$ cat src/rtl/crc8_pkg.sv
// Shared types, constants and the single-bit CRC8 update used by the frame serialiser.
package crc8_pkg;

   localparam int unsigned BYTE_W = 8;
   localparam int unsigned CNT_W  = 3;

   localparam logic [BYTE_W-1:0] CRC8_POLY = 8'h2F;
   localparam logic [BYTE_W-1:0] CRC8_INIT = 8'hFF;

   typedef enum logic [1:0] {
      ST_IDLE = 2'd0,
      ST_DATA = 2'd1,
      ST_CRC  = 2'd2
   } ser_st_e;

   // One buffered frame byte together with its end-of-frame flag
   typedef struct packed {
      logic              last;
      logic [BYTE_W-1:0] data;
   } byte_ent_t;

   // MSB-first CRC8 update for one data bit; bit 0 of the polynomial is the feedback itself
   function automatic logic [BYTE_W-1:0] crc8_step(input logic [BYTE_W-1:0] c, input logic d);
      logic fb;
      fb = c[BYTE_W-1] ^ d;
      return {c[BYTE_W-2:0], fb} ^ (fb ? (CRC8_POLY & 8'hFE) : 8'h00);
   endfunction

endpackage

$ cat src/rtl/crc8_frame_ser_if.sv
// Byte handshake between the frame builder (master) and the CRC8 frame serialiser (slave).
interface crc8_frame_ser_if;

   logic       i_byte_vld;
   logic [7:0] i_byte;
   logic       i_byte_last;
   logic       o_byte_rdy;

   modport master (
      output i_byte_vld,
      output i_byte,
      output i_byte_last,
      input  o_byte_rdy
   );

   modport slave (
      input  i_byte_vld,
      input  i_byte,
      input  i_byte_last,
      output o_byte_rdy
   );

endinterface

$ cat src/rtl/crc8_byte_buf.sv
// Single-entry valid/ready skid for frame bytes; ready simply means the entry is empty.
module crc8_byte_buf
   import crc8_pkg::*;
(
   input  logic      i_clk,
   input  logic      i_rst,
   input  logic      i_push_vld,
   input  byte_ent_t i_ent,
   output logic      o_rdy,
   input  logic      i_pop,
   output logic      o_full,
   output byte_ent_t o_ent
);

   logic      empty_q;
   byte_ent_t ent_q;
   logic      push;

   assign push = i_push_vld & empty_q;

   // Empty flag is kept directly so ready leaves the block straight from a flop
   always_ff @(posedge i_clk or posedge i_rst) begin
      if (i_rst) begin
         empty_q <= 1'b1;
         ent_q   <= '0;
      end else begin
         if (push) begin
            ent_q <= i_ent;
         end
         empty_q <= ~(push | (~empty_q & ~i_pop));
      end
   end

   assign o_rdy  = empty_q;
   assign o_full = ~empty_q;
   assign o_ent  = ent_q;

endmodule

$ cat src/rtl/crc8_frame_ser.sv
// Serialises frame bytes MSB-first on a bit-rate tick and appends the running CRC8 of the frame.
module crc8_frame_ser
   import crc8_pkg::*;
#(
   parameter logic              IDLE_LVL = 1'b1,
   parameter logic [BYTE_W-1:0] CRC_INIT = CRC8_INIT
) (
   input  logic               i_clk,
   input  logic               i_rst,
   input  logic               i_bit_en,
   crc8_frame_ser_if.slave    bif,
   output logic               o_sdo,
   output logic               o_sdo_vld,
   output logic               o_busy,
   output logic               o_underrun,
   output logic               o_done,
   output logic [BYTE_W-1:0]  o_crc
);

   ser_st_e           state_q,   state_d;
   logic [CNT_W-1:0]  bit_cnt_q, bit_cnt_d;
   logic [BYTE_W-1:0] sh_q,      sh_d;
   logic              sh_vld_q,  sh_vld_d;
   logic              sh_last_q, sh_last_d;
   logic [BYTE_W-1:0] crc_q,     crc_d;
   logic [BYTE_W-1:0] crc_tx_q,  crc_tx_d;
   logic              sdo_q,     sdo_d;
   logic              sdo_vld_q, sdo_vld_d;
   logic              und_q,     und_d;
   logic              done_q,    done_d;
   logic              busy_q,    busy_d;
   logic [BYTE_W-1:0] crc_out_q, crc_out_d;

   byte_ent_t in_ent;
   byte_ent_t buf_ent;
   logic      buf_full;
   logic      buf_pop;

   assign in_ent = '{last: bif.i_byte_last, data: bif.i_byte};

   crc8_byte_buf u_buf (
      .i_clk      (i_clk),
      .i_rst      (i_rst),
      .i_push_vld (bif.i_byte_vld),
      .i_ent      (in_ent),
      .o_rdy      (bif.o_byte_rdy),
      .i_pop      (buf_pop),
      .o_full     (buf_full),
      .o_ent      (buf_ent)
   );

   // Bit source for a DATA tick: the shift register, or the buffer straight after an underrun wait
   logic              src_vld;
   logic [BYTE_W-1:0] src_byte;
   logic              src_last;
   logic [CNT_W-1:0]  src_cnt;
   logic [BYTE_W-1:0] crc_nxt;

   assign src_vld  = sh_vld_q | buf_full;
   assign src_byte = sh_vld_q ? sh_q      : buf_ent.data;
   assign src_last = sh_vld_q ? sh_last_q : buf_ent.last;
   assign src_cnt  = sh_vld_q ? bit_cnt_q : CNT_W'(7);
   assign crc_nxt  = crc8_step(crc_q, src_byte[BYTE_W-1]);

   always_comb begin
      state_d   = state_q;
      bit_cnt_d = bit_cnt_q;
      sh_d      = sh_q;
      sh_vld_d  = sh_vld_q;
      sh_last_d = sh_last_q;
      crc_d     = crc_q;
      crc_tx_d  = crc_tx_q;
      sdo_d     = sdo_q;
      sdo_vld_d = 1'b0;
      und_d     = 1'b0;
      done_d    = 1'b0;
      crc_out_d = crc_out_q;
      buf_pop   = 1'b0;

      case (state_q)
         ST_IDLE: begin
            sdo_d = IDLE_LVL;
            if (buf_full) begin
               buf_pop   = 1'b1;
               sh_d      = buf_ent.data;
               sh_last_d = buf_ent.last;
               sh_vld_d  = 1'b1;
               bit_cnt_d = CNT_W'(7);
               crc_d     = CRC_INIT;
               state_d   = ST_DATA;
            end
         end

         ST_DATA: begin
            // Refill an empty shift register between ticks; a tick below overrides this
            if (!sh_vld_q && buf_full) begin
               buf_pop   = 1'b1;
               sh_d      = buf_ent.data;
               sh_last_d = buf_ent.last;
               sh_vld_d  = 1'b1;
               bit_cnt_d = CNT_W'(7);
            end
            if (i_bit_en) begin
               if (src_vld) begin
                  sdo_d     = src_byte[BYTE_W-1];
                  sdo_vld_d = 1'b1;
                  crc_d     = crc_nxt;
                  sh_d      = {src_byte[BYTE_W-2:0], 1'b0};
                  sh_last_d = src_last;
                  sh_vld_d  = 1'b1;
                  bit_cnt_d = src_cnt - CNT_W'(1);
                  if (src_cnt == '0) begin
                     if (src_last) begin
                        sh_vld_d  = 1'b0;
                        bit_cnt_d = CNT_W'(7);
                        crc_tx_d  = crc_nxt;
                        state_d   = ST_CRC;
                     end else if (buf_full) begin
                        buf_pop   = 1'b1;
                        sh_d      = buf_ent.data;
                        sh_last_d = buf_ent.last;
                        bit_cnt_d = CNT_W'(7);
                     end else begin
                        sh_vld_d = 1'b0;
                     end
                  end
               end else begin
                  und_d = 1'b1;
                  sdo_d = IDLE_LVL;
               end
            end
         end

         ST_CRC: begin
            if (i_bit_en) begin
               sdo_d     = crc_tx_q[BYTE_W-1];
               sdo_vld_d = 1'b1;
               crc_tx_d  = {crc_tx_q[BYTE_W-2:0], 1'b0};
               bit_cnt_d = bit_cnt_q - CNT_W'(1);
               if (bit_cnt_q == '0) begin
                  crc_out_d = crc_q;
                  done_d    = 1'b1;
                  state_d   = ST_IDLE;
               end
            end
         end

         default: begin
            state_d = ST_IDLE;
         end
      endcase

      busy_d = (state_d != ST_IDLE);
   end

   always_ff @(posedge i_clk or posedge i_rst) begin
      if (i_rst) begin
         state_q   <= ST_IDLE;
         bit_cnt_q <= '0;
         sh_q      <= '0;
         sh_vld_q  <= 1'b0;
         sh_last_q <= 1'b0;
         crc_q     <= CRC_INIT;
         crc_tx_q  <= '0;
         sdo_q     <= IDLE_LVL;
         sdo_vld_q <= 1'b0;
         und_q     <= 1'b0;
         done_q    <= 1'b0;
         busy_q    <= 1'b0;
         crc_out_q <= '0;
      end else begin
         state_q   <= state_d;
         bit_cnt_q <= bit_cnt_d;
         sh_q      <= sh_d;
         sh_vld_q  <= sh_vld_d;
         sh_last_q <= sh_last_d;
         crc_q     <= crc_d;
         crc_tx_q  <= crc_tx_d;
         sdo_q     <= sdo_d;
         sdo_vld_q <= sdo_vld_d;
         und_q     <= und_d;
         done_q    <= done_d;
         busy_q    <= busy_d;
         crc_out_q <= crc_out_d;
      end
   end

   assign o_sdo      = sdo_q;
   assign o_sdo_vld  = sdo_vld_q;
   assign o_busy     = busy_q;
   assign o_underrun = und_q;
   assign o_done     = done_q;
   assign o_crc      = crc_out_q;

endmodule

$ cat src/flat_wrapper.sv
// flat-port wrapper written by rule: the top's interface ports become plain ports
module crc8_frame_ser_flat import crc8_pkg::*;
#(
   parameter logic              IDLE_LVL = 1'b1,
   parameter logic [BYTE_W-1:0] CRC_INIT = CRC8_INIT
)
  (i_clk, i_rst, i_bit_en, o_sdo, o_sdo_vld, o_busy, o_underrun, o_done, o_crc, bif_i_byte_vld, bif_i_byte, bif_i_byte_last, bif_o_byte_rdy);
  crc8_frame_ser_if bif_i ();
  input  logic i_clk;
  input  logic i_rst;
  input  logic i_bit_en;
  output logic o_sdo;
  output logic o_sdo_vld;
  output logic o_busy;
  output logic o_underrun;
  output logic o_done;
  output logic [BYTE_W-1:0] o_crc;
  input wire logic [$bits(bif_i.i_byte_vld)-1:0] bif_i_byte_vld;
  input wire logic [$bits(bif_i.i_byte)-1:0] bif_i_byte;
  input wire logic [$bits(bif_i.i_byte_last)-1:0] bif_i_byte_last;
  output wire logic [$bits(bif_i.o_byte_rdy)-1:0] bif_o_byte_rdy;
  assign bif_i.i_byte_vld = bif_i_byte_vld;
  assign bif_i.i_byte = bif_i_byte;
  assign bif_i.i_byte_last = bif_i_byte_last;
  assign bif_o_byte_rdy = bif_i.o_byte_rdy;
  crc8_frame_ser #(.IDLE_LVL(IDLE_LVL), .CRC_INIT(CRC_INIT)) u_core (.i_clk(i_clk), .i_rst(i_rst), .i_bit_en(i_bit_en), .bif(bif_i), .o_sdo(o_sdo), .o_sdo_vld(o_sdo_vld), .o_busy(o_busy), .o_underrun(o_underrun), .o_done(o_done), .o_crc(o_crc));
endmodule
$ cat config.mk
export PLATFORM = sky130hd
export DESIGN_NAME = crc8_frame_ser_flat
export DESIGN_NICKNAME = d
export VERILOG_FILES = /design/src/rtl/crc8_pkg.sv /design/src/rtl/crc8_frame_ser_if.sv /design/src/rtl/crc8_byte_buf.sv /design/src/rtl/crc8_frame_ser.sv /design/src/flat_wrapper.sv
export SDC_FILE = /design/constraint.sdc
export NUM_CORES = 1
export LEC_CHECK = 0
export BUFFER_PORTS_ARGS = -buffer_cell sky130_fd_sc_hd__buf_2
export CAP_MARGIN = 15
export CORE_UTILIZATION = 63
export DETAILED_ROUTE_END_ITERATION = 10
export GPL_ROUTABILITY_DRIVEN = 1
export PLACE_DENSITY = 0.91
export REMOVE_ABC_BUFFERS = 1
export SLEW_MARGIN = 0
export SYNTH_ARGS = -nofsm -noshare
export SYNTH_HDL_FRONTEND = slang
export SYNTH_SLANG_ARGS = --single-unit
$ cat constraint.sdc
create_clock -name i_clk -period 5.4 [get_ports i_clk]
set_input_delay 1.35 -clock i_clk [delete_from_list [all_inputs] [get_ports i_clk]]
set_output_delay 1.35 -clock i_clk [all_outputs]
set_load 0.005 [all_outputs]
== Word-level counts from Yosys, hierarchy flattened ==
Index checks and enable logic that the tools add are counted.
W data, S select, Z words.
Word-level totals
  output and inout bits: 14
  bits in registers: 54
  word-level logic and storage cells: 126
  input bits: 13
Cells by class
  reductions and logical operators: 15
  equal/unequal tests: 8
  mux-type cells: 76
  add/sub/neg operators: 2
  bitwise logic cells: 9
Operator list (number)
  $mux W8: 16
  $pmux W8 S2: 3
  $mux W1: 33
  $mux W3: 9
  $mux W2: 7
  $pmux W3 S3: 1
  $reduce_and A3 Y1: 3
  $pmux W1 S2: 4
  $xor A8 B8 Y8: 1
  $logic_not A3 Y1: 2
  $mux W6: 1
  $ne A2 B1 Y1 const B: 3
  $ne A2 B2 Y1 const B: 3
  $pmux W2 S3: 1
  $reduce_and A6 Y1: 1
  $reduce_bool A2 Y1: 3
  $sub A3 B1 Y3 const B: 2
  $reduce_and A4 Y1: 1
  $not A1 Y1: 3
  $pmux W1 S3: 1
  $reduce_bool A3 Y1: 1
  $and A1 B1 Y1: 2
  $eq A2 B1 Y1 const B: 1
  $eq A2 B2 Y1 const B: 1
  6 further kinds: 7

== Depth between registers and ports, before layout ==
  depth after elaboration: 13
  mapped depth: 10
  mapped depth without buffers: 7

== Cells and area by module ==
Synthesis repeated with hierarchy kept, for this count alone.
Second synthesis, totals
  cells, all modules: 259
  area total of the unflattened synthesis: 2889.0 µm²
By module, submodules not included
  crc8_frame_ser: sequential area each 1112.3 µm², instances 1, cells an instance 235, area an instance 2506.2 µm²
  crc8_byte_buf: sequential area each 251.5 µm², instances 1, cells an instance 24, area an instance 382.9 µm²

== Worst setup path before layout ==
Ideal clock, no wire load.
  path kind: reg2reg
  from: reg u_core.sh_vld_q
  to: reg u_core.sh_q[1]
  required time: 5.247 ns
  cell stages (with the launch flop): 11
  arrival: 2.361 ns
  library setup time: 0.153 ns
  setup slack: 2.886 ns
  buffers on the path: 3
  clock period less this slack: 2.514 ns
  path through: dfrtp_1 > buf_6 > buf_2 > buf_2 > nor2b_1 > ha_1 > ha_1 > inv_2 > or3_4 > a311oi_4 > a221oi_1
Between the ends
  longest elaborated chain between the ends: 7
  elaborated cells on any way between the ends: 14
  those cells by class: 10 x mux; 1 x bitwise; 3 x reduce/logical
RTL lines
  start: declaration: RTL line crc8_frame_ser.sv:23  | logic sh_vld_q, sh_vld_d;
  start signal: assignment: RTL line crc8_frame_ser.sv:175  | sh_vld_q <= sh_vld_d;
  $mux W8: RTL line crc8_frame_ser.sv:60  | assign src_byte = sh_vld_q ? sh_q : buf_ent.data;
  $mux W8: RTL line crc8_frame_ser.sv:118  | end else if (buf_full) begin
  $mux W8: RTL line crc8_frame_ser.sv:113  | if (src_last) begin
  $mux W8: RTL line crc8_frame_ser.sv:112  | if (src_cnt == '0) begin
  $mux W8: RTL line crc8_frame_ser.sv:104  | if (src_vld) begin
  $mux W8 *: RTL line crc8_frame_ser.sv:103  | if (i_bit_en) begin
  $pmux W8 S2 *: RTL line crc8_frame_ser.sv:80  | case (state_q)
  end signal: assignment: RTL line crc8_frame_ser.sv:160  | sh_q <= '0;
  end signal: assignment: RTL line crc8_frame_ser.sv:174  | sh_q <= sh_d;
  end: declaration: RTL line crc8_frame_ser.sv:22  | logic [BYTE_W-1:0] sh_q, sh_d;
Every way passes the cells marked *; elsewhere a longest branch is shown, timed or not.
A chain may end at the register's enable or synchronous reset.

== Worst setup path in the final report ==
Same ends and word-level chain as after synthesis.

==> qor.yml <==
critical_path:
  r2r_cells: 7
  end_kind: "flip-flop"
  cp-start-kind: "flip-flop"
  cp_max_fo: 28
  worstReg2RegStart: "u_core.sh_vld_q"
  crit_type: "flip-flop to flip-flop"
  r2r_slack_ns: 2.28
  r2r-end: "u_core.sh_q[1]"
  cp-startpoint: "u_core.sh_vld_q"
  arrival_ns: 3.29
  cp.required_ns: 5.57
place:
  portBuffers: 26
  place_area_mm2: 0.003114
  place_ws_ns: 2.337
  hpwl_um: 4116
  globalplace.congestion: 0.9097
  place_inst: 342
sta:
  setup_tns_ns: 0
  slew_viol_final: 0
  tightest_slew_ns: 1.016
  max-slew-margin-rel: 0.3229
  whs_ns: 0.4762
  fin_crit_ns: 3.121
  setup_slack_ns: 2.279
  finalClockSkew_ns: 0.008476
  period_share: 0.5779
  rsz0062_at_grt: "no"
  clock.fmax_mhz: 320.4
  setup_viol: 0
  report.final.hold_viol_count: 0
synthesis:
  synth_seq_cells: 54
  ys_seq_area_frac: 0.4563
  yosys_most_used_dff: "dfrtp_1"
  postSynthAreaPerCell_um2: 10.79
  synth.area.top_cells: "dfrtp_1 (37%), dfstp_2 (8.8%), mux2_2 (7.9%), nand2_1 (4.5%), ha_1 (3.3%)"
  yosysUniqueCellTypes: 52
  syn_inst: 277
  synth-edff-count: 0
  syn-cell-area_mm2: 0.002989
  synth_top_area_frac: 0.3684
  ys.warnings.count: 0
  synth_top_cell_by_area: "dfrtp_1"
  async_flop_share: 1.000
floorplan:
  die_y_um: 70.88
  die_area_mm2: 0.005024
  initial_core_util: 0.6726
  io_pins: 27
  placementRows: 24
  coreArea_mm2: 0.004444
  die_x_um: 70.88
finish:
  nets: 319
  syn_to_final_growth_pct: 8.916
  final_area_mm2: 0.003256
  final_cells: 351
  most-common-layout-cells: "dfrtp_1 (44), nand2_1 (36), buf_2 (26)"
  fin_util: 0.7325
  mostFrequentLayoutCell: "dfrtp_1"
  drive_above_1_share: 0.2642
  diodes: 0
route:
  via_count: 2174
  drt_iter0_markers: 214
  vias_per_cell: 6.194
  firstDrtPassIters: 6
  routed_wl_um: 5983
  wire_per_inst_um: 17.05
  drtAntennaViolNets: 0
  route.detailed.drc: 0
cts:
  cts_buffers: 5
  clock-root-buffer: "clkbuf_8"
  clkTransAtPathRegs_ns: 0.10
  holdBufCountCts: 0
  clk-insertion-delay-late_ns: 0.32
  clock_path_buffers: 2
  cts.sinks: 54
  post_cts_buffers: 0
  h-tree-depth: 2
  cts_resized: 0
  cts_tree: "done"
pwr:
  p_per_area_mw_per_mm2: 632.1
  p_leak_nw: 1.543
  ir_drop_v: 0.0003429
  power.total_mw: 2.058
global_route:
  track_usage: 0.2576
  grt_pass1_wl_um: 9915
  antenna_found_initial: 0
  grt_max_degree: 55
  grt_pass1_vias: 2095
  overflow: 0
status:
  status: "finished, final reports clean"
hold_path:
  hold_start: "u_core.o_crc[1]"
  min_path_cells: 2
  min_path_type: "flip-flop to flip-flop"
  hold_end: "u_core.o_crc[1]"
flow_run:
  maxCapViolations: 0
[cell families (layout without fill, tap and decap cells)]
logic type / Yosys count / count (layout) / share of synthesized area
flops: 54 / 54 / 0.4563
fa+ha+maj: 8 / 8 / 0.03349
mux: 33 / 33 / 0.1302
xor+xnor: 5 / 5 / 0.03307
compound gates: 66 / 66 / 0.1737
buf+inv: 28 / 50 / 0.04227
simple gates: 83 / 83 / 0.1310
[per-layer routing]
metal	global-route usage	up-vias	routed length, µm
met5	0	-	0
met4	0.09333	0	99
met3	0.04701	8	245
met2	0.4199	63	2938
met1	0.3494	1072	2700
li1	-	1031	-
[cell type report]
cell class	count	area, µm²
clock inverter	2	38.79
fill	297	1189
multi-input combinational	195	1499
clock buffer	6	82.58
sequential	54	1364
tap	52	65.06
inverter	15	56.30
timing repair buffer	27	150.1
[critical path, cell delays in order, from the launching register on]
cell	delay [ns]
dfrtp_1	1.02
nor2b_1	0.29
ha_1	0.19
ha_1	0.34
inv_2	0.10
or3_4	0.39
a311oi_4	0.46
a221oi_1	0.16
[flip-flops by register name (all words and copies together) (netlist names), 2 cells and up]
signal,flops
u_core.o_crc,8
u_core.sh_q,8
u_core.state_q,2
u_core.bit_cnt_q,3
u_core.crc_q,8
u_core.crc_tx_q,8
u_core.u_buf.o_ent,9
[cell usage after synthesis (all sizes together) (3+ instances only)]
cell type / instances
xnor3: 4
a31oi: 6
a21o: 4
o22a: 8
o21ai: 9
nand2b: 8
a21oi: 7
mux2i: 8
a21boi: 3
a221oi: 9
dfrtp: 44
o211ai: 3
nor2: 22
nor2b: 7
mux2: 25
nand2: 36
dfstp: 10
ha: 8
inv: 14
buf: 12
[where the power goes]
group          total, mW  internal (mW)  switching [mW]
registers          0.790          0.603           0.188
clock network      0.291          0.153           0.138
logic              0.977          0.487           0.490
[worst max path at each step]
stage                                     end  slack [ns]  cells past startpoint
after floorplan           u_core.bit_cnt_q[0]        2.75                      1
after global placement         u_core.sh_q[1]        2.48                      7
after detailed placement       u_core.sh_q[1]        2.34                      7
after CTS                      u_core.sh_q[1]        2.34                      7
after global routing           u_core.sh_q[3]        2.11                      7
final                          u_core.sh_q[1]        2.28                      7
Note: power is estimated with default switching activity, not from simulation.
